--- src/rtl/s_wr_arbiter_pkg.sv ---
// -----------------------------------------------------------------------------
// s_wr_arbiter_pkg
// Shared crossbar definitions used by the per-slave write/read arbiters:
//   - wr_arb_state_e : arbiter state encoding (IDLE/ADDR/DATA/RESP)
//   - AXI_LEN_W      : width of AXI AxLEN as carried through the crossbar
//   - XBAR_M_CNT     : default number of master interfaces
// No ports (package).
// -----------------------------------------------------------------------------
package s_wr_arbiter_pkg;

   localparam int AXI_LEN_W  = 4;
   localparam int XBAR_M_CNT = 6;

   typedef enum logic [1:0] {
      ST_IDLE = 2'd0,
      ST_ADDR = 2'd1,
      ST_DATA = 2'd2,
      ST_RESP = 2'd3
   } wr_arb_state_e;

endpackage

--- src/rtl/s_wr_arbiter_rr_picker.sv ---
// -----------------------------------------------------------------------------
// s_wr_arbiter_rr_picker
// Combinational round-robin picker, shared with the read-side arbiter.
// Ports:
//   req    in  N      request vector
//   ptr    in  IDX_W  index of the previous winner; search starts at ptr+1
//   onehot out N      one-hot winner (all zero when no request)
//   idx    out IDX_W  encoded winner
//   valid  out 1      at least one request present
// -----------------------------------------------------------------------------
module s_wr_arbiter_rr_picker #(
   parameter int N     = 6,
   parameter int IDX_W = 3
) (
   input  logic [N-1:0]     req,
   input  logic [IDX_W-1:0] ptr,
   output logic [N-1:0]     onehot,
   output logic [IDX_W-1:0] idx,
   output logic             valid
);

   logic [N-1:0] above_s;
   logic [IDX_W:0] hi_pick_s;
   logic [IDX_W:0] lo_pick_s;
   logic [IDX_W:0] sel_s;

   // Returns {found, index of lowest set bit}.
   function automatic logic [IDX_W:0] lowest_set(input logic [N-1:0] vec);
      logic [IDX_W:0] r;
      r = {1'b0, {IDX_W{1'b0}}};
      for (int m = N - 1; m >= 0; m--) begin
         r = vec[m] ? {1'b1, IDX_W'(m)} : r;
      end
      return r;
   endfunction

   // Requesters strictly above ptr win first; otherwise wrap to the lowest requester.
   always_comb begin
      above_s = {N{1'b0}};
      onehot  = {N{1'b0}};
      for (int m = 0; m < N; m++) begin
         above_s[m] = (IDX_W'(m) > ptr);
      end
      hi_pick_s = lowest_set(req & above_s);
      lo_pick_s = lowest_set(req);
      sel_s     = hi_pick_s[IDX_W] ? hi_pick_s : lo_pick_s;
      valid     = sel_s[IDX_W];
      idx       = sel_s[IDX_W-1:0];
      for (int m = 0; m < N; m++) begin
         onehot[m] = valid & (idx == IDX_W'(m));
      end
   end

endmodule

--- src/rtl/s_wr_arbiter.sv ---
// -----------------------------------------------------------------------------
// s_wr_arbiter
// Per-slave write-path arbiter (AXI clock domain). Picks one master whose AW
// head targets this slave, forwards its AW, locks W to that master for AWLEN+1
// beats, then holds the slave until the B response has been handed back.
// Optional build macro: S_WR_ARB_FIXED_PRIO_EN (lowest index wins, no rr_ptr).
// Ports:
//   AXI_CLK_i    in   clock
//   AXI_RST_i    in   synchronous active-high reset
//   aw_req_i     in   [M_CNT]   AW FIFO head valid and decoded to this slave
//   aw_len_i     in   [4*M_CNT] packed AWLEN per master
//   w_req_i      in   [M_CNT]   W FIFO non-empty and routed here
//   w_last_i     in   [M_CNT]   WLAST at each W FIFO head
//   s_awready_i  in   slave AW ready
//   s_wready_i   in   slave W ready
//   b_done_i     in   B response delivered to owner
//   s_awvalid_o  out  AW valid to slave
//   s_wvalid_o   out  W valid to slave
//   aw_grant_o   out  [M_CNT] one-hot AW FIFO pop
//   w_grant_o    out  [M_CNT] one-hot W FIFO pop
//   owner_o      out  [IDX_W] locked master (AW/W data mux select)
//   busy_o       out  arbiter not idle
//   wlast_err_o  out  pulse on WLAST/AWLEN disagreement for an accepted beat
// -----------------------------------------------------------------------------
module s_wr_arbiter
   import s_wr_arbiter_pkg::*;
#(
   parameter int M_CNT = XBAR_M_CNT,
   parameter int IDX_W = 3
) (
   input  logic                       AXI_CLK_i,
   input  logic                       AXI_RST_i,
   input  logic [M_CNT-1:0]           aw_req_i,
   input  logic [M_CNT*AXI_LEN_W-1:0] aw_len_i,
   input  logic [M_CNT-1:0]           w_req_i,
   input  logic [M_CNT-1:0]           w_last_i,
   input  logic                       s_awready_i,
   input  logic                       s_wready_i,
   input  logic                       b_done_i,
   output logic                       s_awvalid_o,
   output logic                       s_wvalid_o,
   output logic [M_CNT-1:0]           aw_grant_o,
   output logic [M_CNT-1:0]           w_grant_o,
   output logic [IDX_W-1:0]           owner_o,
   output logic                       busy_o,
   output logic                       wlast_err_o
);

   wr_arb_state_e          state_r;
   logic [IDX_W-1:0]       owner_r;
   logic [AXI_LEN_W-1:0]   len_r;
   logic [AXI_LEN_W-1:0]   beat_cnt_r;

   logic [M_CNT-1:0]       pick_onehot_s;
   logic [IDX_W-1:0]       pick_idx_s;
   logic                   pick_valid_s;
   logic [AXI_LEN_W-1:0]   pick_len_s;
   logic [M_CNT-1:0]       owner_onehot_s;
   logic                   owner_aw_req_s;
   logic                   owner_w_req_s;
   logic                   owner_w_last_s;
   logic                   aw_hs_s;
   logic                   w_hs_s;
   logic                   last_beat_s;

   function automatic logic [M_CNT-1:0] idx_to_onehot(input logic [IDX_W-1:0] idx);
      logic [M_CNT-1:0] oh;
      oh = {M_CNT{1'b0}};
      for (int m = 0; m < M_CNT; m++) begin
         oh[m] = (idx == IDX_W'(m));
      end
      return oh;
   endfunction

`ifdef S_WR_ARB_FIXED_PRIO_EN
   // Fixed priority: the lowest requesting index wins.
   always_comb begin
      pick_valid_s = |aw_req_i;
      pick_idx_s   = {IDX_W{1'b0}};
      for (int m = M_CNT - 1; m >= 0; m--) begin
         pick_idx_s = aw_req_i[m] ? IDX_W'(m) : pick_idx_s;
      end
      pick_onehot_s = pick_valid_s ? idx_to_onehot(pick_idx_s) : {M_CNT{1'b0}};
   end
`else
   logic [IDX_W-1:0] rr_ptr_r;

   s_wr_arbiter_rr_picker #(
      .N     (M_CNT),
      .IDX_W (IDX_W)
   ) u_rr_picker (
      .req    (aw_req_i),
      .ptr    (rr_ptr_r),
      .onehot (pick_onehot_s),
      .idx    (pick_idx_s),
      .valid  (pick_valid_s)
   );
`endif

   // AWLEN of the winning master, selected by the one-hot pick.
   always_comb begin
      pick_len_s = {AXI_LEN_W{1'b0}};
      for (int m = 0; m < M_CNT; m++) begin
         pick_len_s = pick_len_s | (aw_len_i[m*AXI_LEN_W +: AXI_LEN_W] & {AXI_LEN_W{pick_onehot_s[m]}});
      end
   end

   assign owner_onehot_s = idx_to_onehot(owner_r);
   assign owner_aw_req_s = |(aw_req_i & owner_onehot_s);
   assign owner_w_req_s  = |(w_req_i  & owner_onehot_s);
   assign owner_w_last_s = |(w_last_i & owner_onehot_s);
   assign last_beat_s    = (beat_cnt_r == len_r);

   // Channel valids, handshakes and pop strobes; strobes are forced low while reset is held.
   always_comb begin
      s_awvalid_o = 1'b0;
      s_wvalid_o  = 1'b0;
      case (state_r)
         ST_ADDR: s_awvalid_o = ~AXI_RST_i & owner_aw_req_s;
         ST_DATA: s_wvalid_o  = ~AXI_RST_i & owner_w_req_s;
         default: s_awvalid_o = 1'b0;
      endcase
      aw_hs_s     = s_awvalid_o & s_awready_i;
      w_hs_s      = s_wvalid_o & s_wready_i;
      aw_grant_o  = aw_hs_s ? owner_onehot_s : {M_CNT{1'b0}};
      w_grant_o   = w_hs_s ? owner_onehot_s : {M_CNT{1'b0}};
      // AWLEN decides the burst end; WLAST is only cross-checked.
      wlast_err_o = w_hs_s & (owner_w_last_s != last_beat_s);
   end

   assign owner_o = owner_r;
   assign busy_o  = (state_r != ST_IDLE);

   // Arbitration FSM: owner lock, burst length capture and beat counting.
   always_ff @(posedge AXI_CLK_i) begin
      if (AXI_RST_i) begin
         state_r    <= ST_IDLE;
         owner_r    <= {IDX_W{1'b0}};
         len_r      <= {AXI_LEN_W{1'b0}};
         beat_cnt_r <= {AXI_LEN_W{1'b0}};
`ifndef S_WR_ARB_FIXED_PRIO_EN
         rr_ptr_r   <= IDX_W'(M_CNT - 1);
`endif
      end else begin
         case (state_r)
            ST_IDLE: begin
               if (pick_valid_s) begin
                  owner_r    <= pick_idx_s;
                  len_r      <= pick_len_s;
                  beat_cnt_r <= {AXI_LEN_W{1'b0}};
                  state_r    <= ST_ADDR;
               end
            end
            ST_ADDR: begin
               if (aw_hs_s) begin
                  state_r <= ST_DATA;
               end
            end
            ST_DATA: begin
               if (w_hs_s) begin
                  if (last_beat_s) begin
                     beat_cnt_r <= {AXI_LEN_W{1'b0}};
                     state_r    <= ST_RESP;
                  end else begin
                     beat_cnt_r <= beat_cnt_r + 4'd1;
                  end
               end
            end
            ST_RESP: begin
               if (b_done_i) begin
`ifndef S_WR_ARB_FIXED_PRIO_EN
                  rr_ptr_r <= owner_r;
`endif
                  state_r  <= ST_IDLE;
               end
            end
            default: state_r <= ST_IDLE;
         endcase
      end
   end

endmodule

--- config.mk ---
export PLATFORM = sky130hd
export DESIGN_NAME = s_wr_arbiter
export DESIGN_NICKNAME = d
export VERILOG_FILES = /design/src/rtl/s_wr_arbiter_pkg.sv /design/src/rtl/s_wr_arbiter_rr_picker.sv /design/src/rtl/s_wr_arbiter.sv
export SDC_FILE = /design/constraint.sdc
export NUM_CORES = 1
export LEC_CHECK = 0
export BUFFER_PORTS_ARGS = -buffer_cell sky130_fd_sc_hd__clkbuf_2
export CORE_MARGIN = 2
export CORE_UTILIZATION = 35
export DETAILED_ROUTE_END_ITERATION = 8
export GPL_TIMING_DRIVEN = 1
export PLACE_DENSITY = 0.71
export SYNTH_ARGS = -nofsm -noshare
export SYNTH_HDL_FRONTEND = slang
export SYNTH_SLANG_ARGS = --single-unit
export TNS_END_PERCENT = 10
--- constraint.sdc ---
create_clock -name AXI_CLK_i -period 3.9 [get_ports AXI_CLK_i]
set_clock_uncertainty 0.2 [all_clocks]
set_input_delay 0.39 -clock AXI_CLK_i [delete_from_list [all_inputs] [get_ports AXI_CLK_i]]
set_output_delay 0.39 -clock AXI_CLK_i [all_outputs]
set_load 0.05 [all_outputs]
==> qor.yml <==
cells_and_area:
  syn_to_final_growth_pct: 24.31
  final_cells: 305
  diodes: 0
  drive_gt1_share_pct: 32.02
  final_core_util_pct: 45.40
  nNetsFinal: 307
worst_hold_path:
  hold_depth: 3
  min_to: "rr_ptr_r[1]"
  min_from: "b_done_i"
  hp-class: "in -> reg"
clock_tree:
  holdBufCountCts: 0
  cts-buffers-inserted: 3
  post_cts_resized: 0
  cts_setup_buffers: 0
  clkSinkCount: 16
  clk_latency_ps: 250
  path_clk_slew_ps: 70
  clockRootBuffer: "clkbuf_8"
  htree_num_levels: 1
  cts_tree: "yes"
  ctsLongestPathBuffers: 2
pwr:
  p_per_area_nw_per_um2: 411.6
  leakage_nw: 0.8430
  ir_drop_mv: 0.3155
global_route:
  grt_max_degree: 20
  grt_pass1_wl_mm: 6.879
  grt.overflow.total: 0
  track_usage_pct: 16.10
  grt_pass1_vias: 1558
  antenna_found_initial: 0
setup_path:
  reg2reg_slack_ps: 1130
  slowest_delay_ps: 830
  crit_path_top_delay_cell: "o311ai_2"
  cp-end-kind: "output port"
  crit_type: "reg -> out"
  path_cells: "nand3b_1 -> a21oi_1 -> o311ai_2 -> nor4_1 -> clkbuf_2"
  crit_fanout: 19
  reg2regPathDepth: 5
  crit_buf_inv: 1
  r2r-start: "owner_o[2]"
  crit_required_ps: 3310
  crit_start: "owner_o[2]"
  critPathTopFamily: "compound AO/OA/AOI/OAI gates"
  rr_endpoint: "beat_cnt_r[3]"
  crit_arrival_ps: 2560
  crit_path_start_kind: "flop"
logic_synthesis:
  synthArstFlopShare_pct: 0
  syn_inst: 194
  post-synth-top-count-cell: "nor2_1"
  yosys-top-cells-area: "dfxtp_1, mux2i_1, nor2_1"
  synth_top_flop_cell: "dfxtp_1"
  ys_types: 52
  synth_nets: 247
  synthesis.area_per_instance_um2: 8.197
  yosys.area.top_type_share_pct: 20.14
  synth.top_cells.by_count: "nor2_1, dfxtp_1, a21oi_1, nand2_1, mux2i_1"
  ys_seq_elements: 16
  synth_top_area_cell: "dfxtp_1"
  syn-cell-area_um2: 1590
  yosysSeqAreaShare_pct: 20.14
  yosys_warnings: 0
  synth_edf_count: 0
placed_design:
  finalWeightedCongestion: 0.8520
  port_buffers: 65
  hpwl_mm: 3.263
  dp_cells: 301
routing:
  wl_met3_um: 211
  firstDrtPassIters: 4
  wl_met2_mm: 1.982
  ant_nets: 0
  drt-met1-wl_mm: 1.907
  wl_per_cell_um: 13.58
  route.detailed.drc: 0
  routed_wl_mm: 4.142
  dr.max_layer_used: "met4"
  via_per_inst: 5.574
  dr_total_vias: 1700
  initialDrtViolationCount: 78
die:
  rows: 24
  start_util_pct: 36.52
  die_x_um: 71.41
  core_um2: 4354
  die_h_um: 71.41
  ios: 66
  die-area_um2: 5099
timing:
  rsz0062_at_grt: "false"
  max-slew-margin-rel_pct: 37.85
  fin_crit_ps: 3149
  slew_violations: 0
  fin_crit_sh_pct: 80.75
  timing_hold_violations_final: 0
  setup_violations: 0
  max_clock_freq_mhz: 317.6
  hold_ws_ps: 240.1
  worst_pin_slew_ps: 930.8
  fin_setup_tns_ps: 0
status:
  status: "finished, final reports clean"
job:
  drv_cap: 0
[flip-flops by register name, summed over array words and instances (netlist names)]
register	flops
beat_cnt_r	4
owner_o	3
rr_ptr_r	3
state_r	2
len_r	4
[worst min-delay path, cell delays in order]
cell and delay (ps):
clkbuf_2 110, nand3_1 80, a21oi_1 60
[layer usage]
layer / global-route usage, % / vias up
met4: 1.887 / 0
met2: 27.47 / 52
met1: 21.75 / 784
li1: - / 860
met5: 0 / -
met3: 3.094 / 4
[power breakdown]
| group | switching (mW) | leakage, nW | internal [mW] | total, mW |
|---|---|---|---|---|
| Sequential | 0.0483 | 0.131 | 0.194 | 0.242 |
| Combinational | 0.246 | 0.684 | 0.175 | 0.421 |
| Clock | 0.0608 | 0.0288 | 0.0897 | 0.150 |
[logic make-up after synthesis]
family                     count (synthesis)  synth area share, %
buffers and inverters                     17                5.586
and+or+nand+nor                           82                27.46
AOI/OAI and AO/OA                         56                31.71
muxes                                     12                7.632
adders and majority gates                  6                4.721
DFF                                       16                20.14
xor gates and xnor gates                   5                2.754
[cell usage in the layout, fill, tap and decap left out, types with 6 or more instances in the layout]
cell / Yosys / routed
a21oi_1: 12 / 12
clkbuf_2: 0 / 65
dfxtp_1: 16 / 16
ha_1: 6 / 6
inv_1: 6 / 6
mux2i_1: 11 / 11
nand2_1: 12 / 12
nand2b_1: 9 / 9
nor2_1: 23 / 23
[worst max path at each step]
stage / to / slack [ps] / depth (start not counted)
6_report: w_grant_o[0] / 750 / 5
5_1_grt: w_grant_o[0] / 530 / 5
4_1_cts: w_grant_o[5] / 710 / 5
3_5_place_dp: w_grant_o[5] / 990 / 5
3_3_place_gp: w_grant_o[0] / 1080 / 5
2_1_floorplan: w_grant_o[0] / 320 / 6
[per-stage QoR]
stage / total power, mW / instance area [µm²] / setup WS (ps)
2_1_floorplan: 0.5728 / 1590 / 324.2
3_3_place_gp: 0.6625 / 1922 / 1081
3_5_place_dp: 0.6680 / 1922 / 987.0
4_1_cts: 0.8219 / 1977 / 707.1
5_1_grt: 0.8760 / 1977 / 528.5
6_report: 0.8136 / 1977 / 750.9
[cell type report]
class	count	area (µm²)
flip-flops and latches	16	320.3
multi-input cells	161	1181
inverters	6	22.52
clock buffers	4	55.05
repair buffers	66	332.8
fillers	456	2377
well taps	52	65.06
Note: power is estimated with default switching activity, not from simulation.
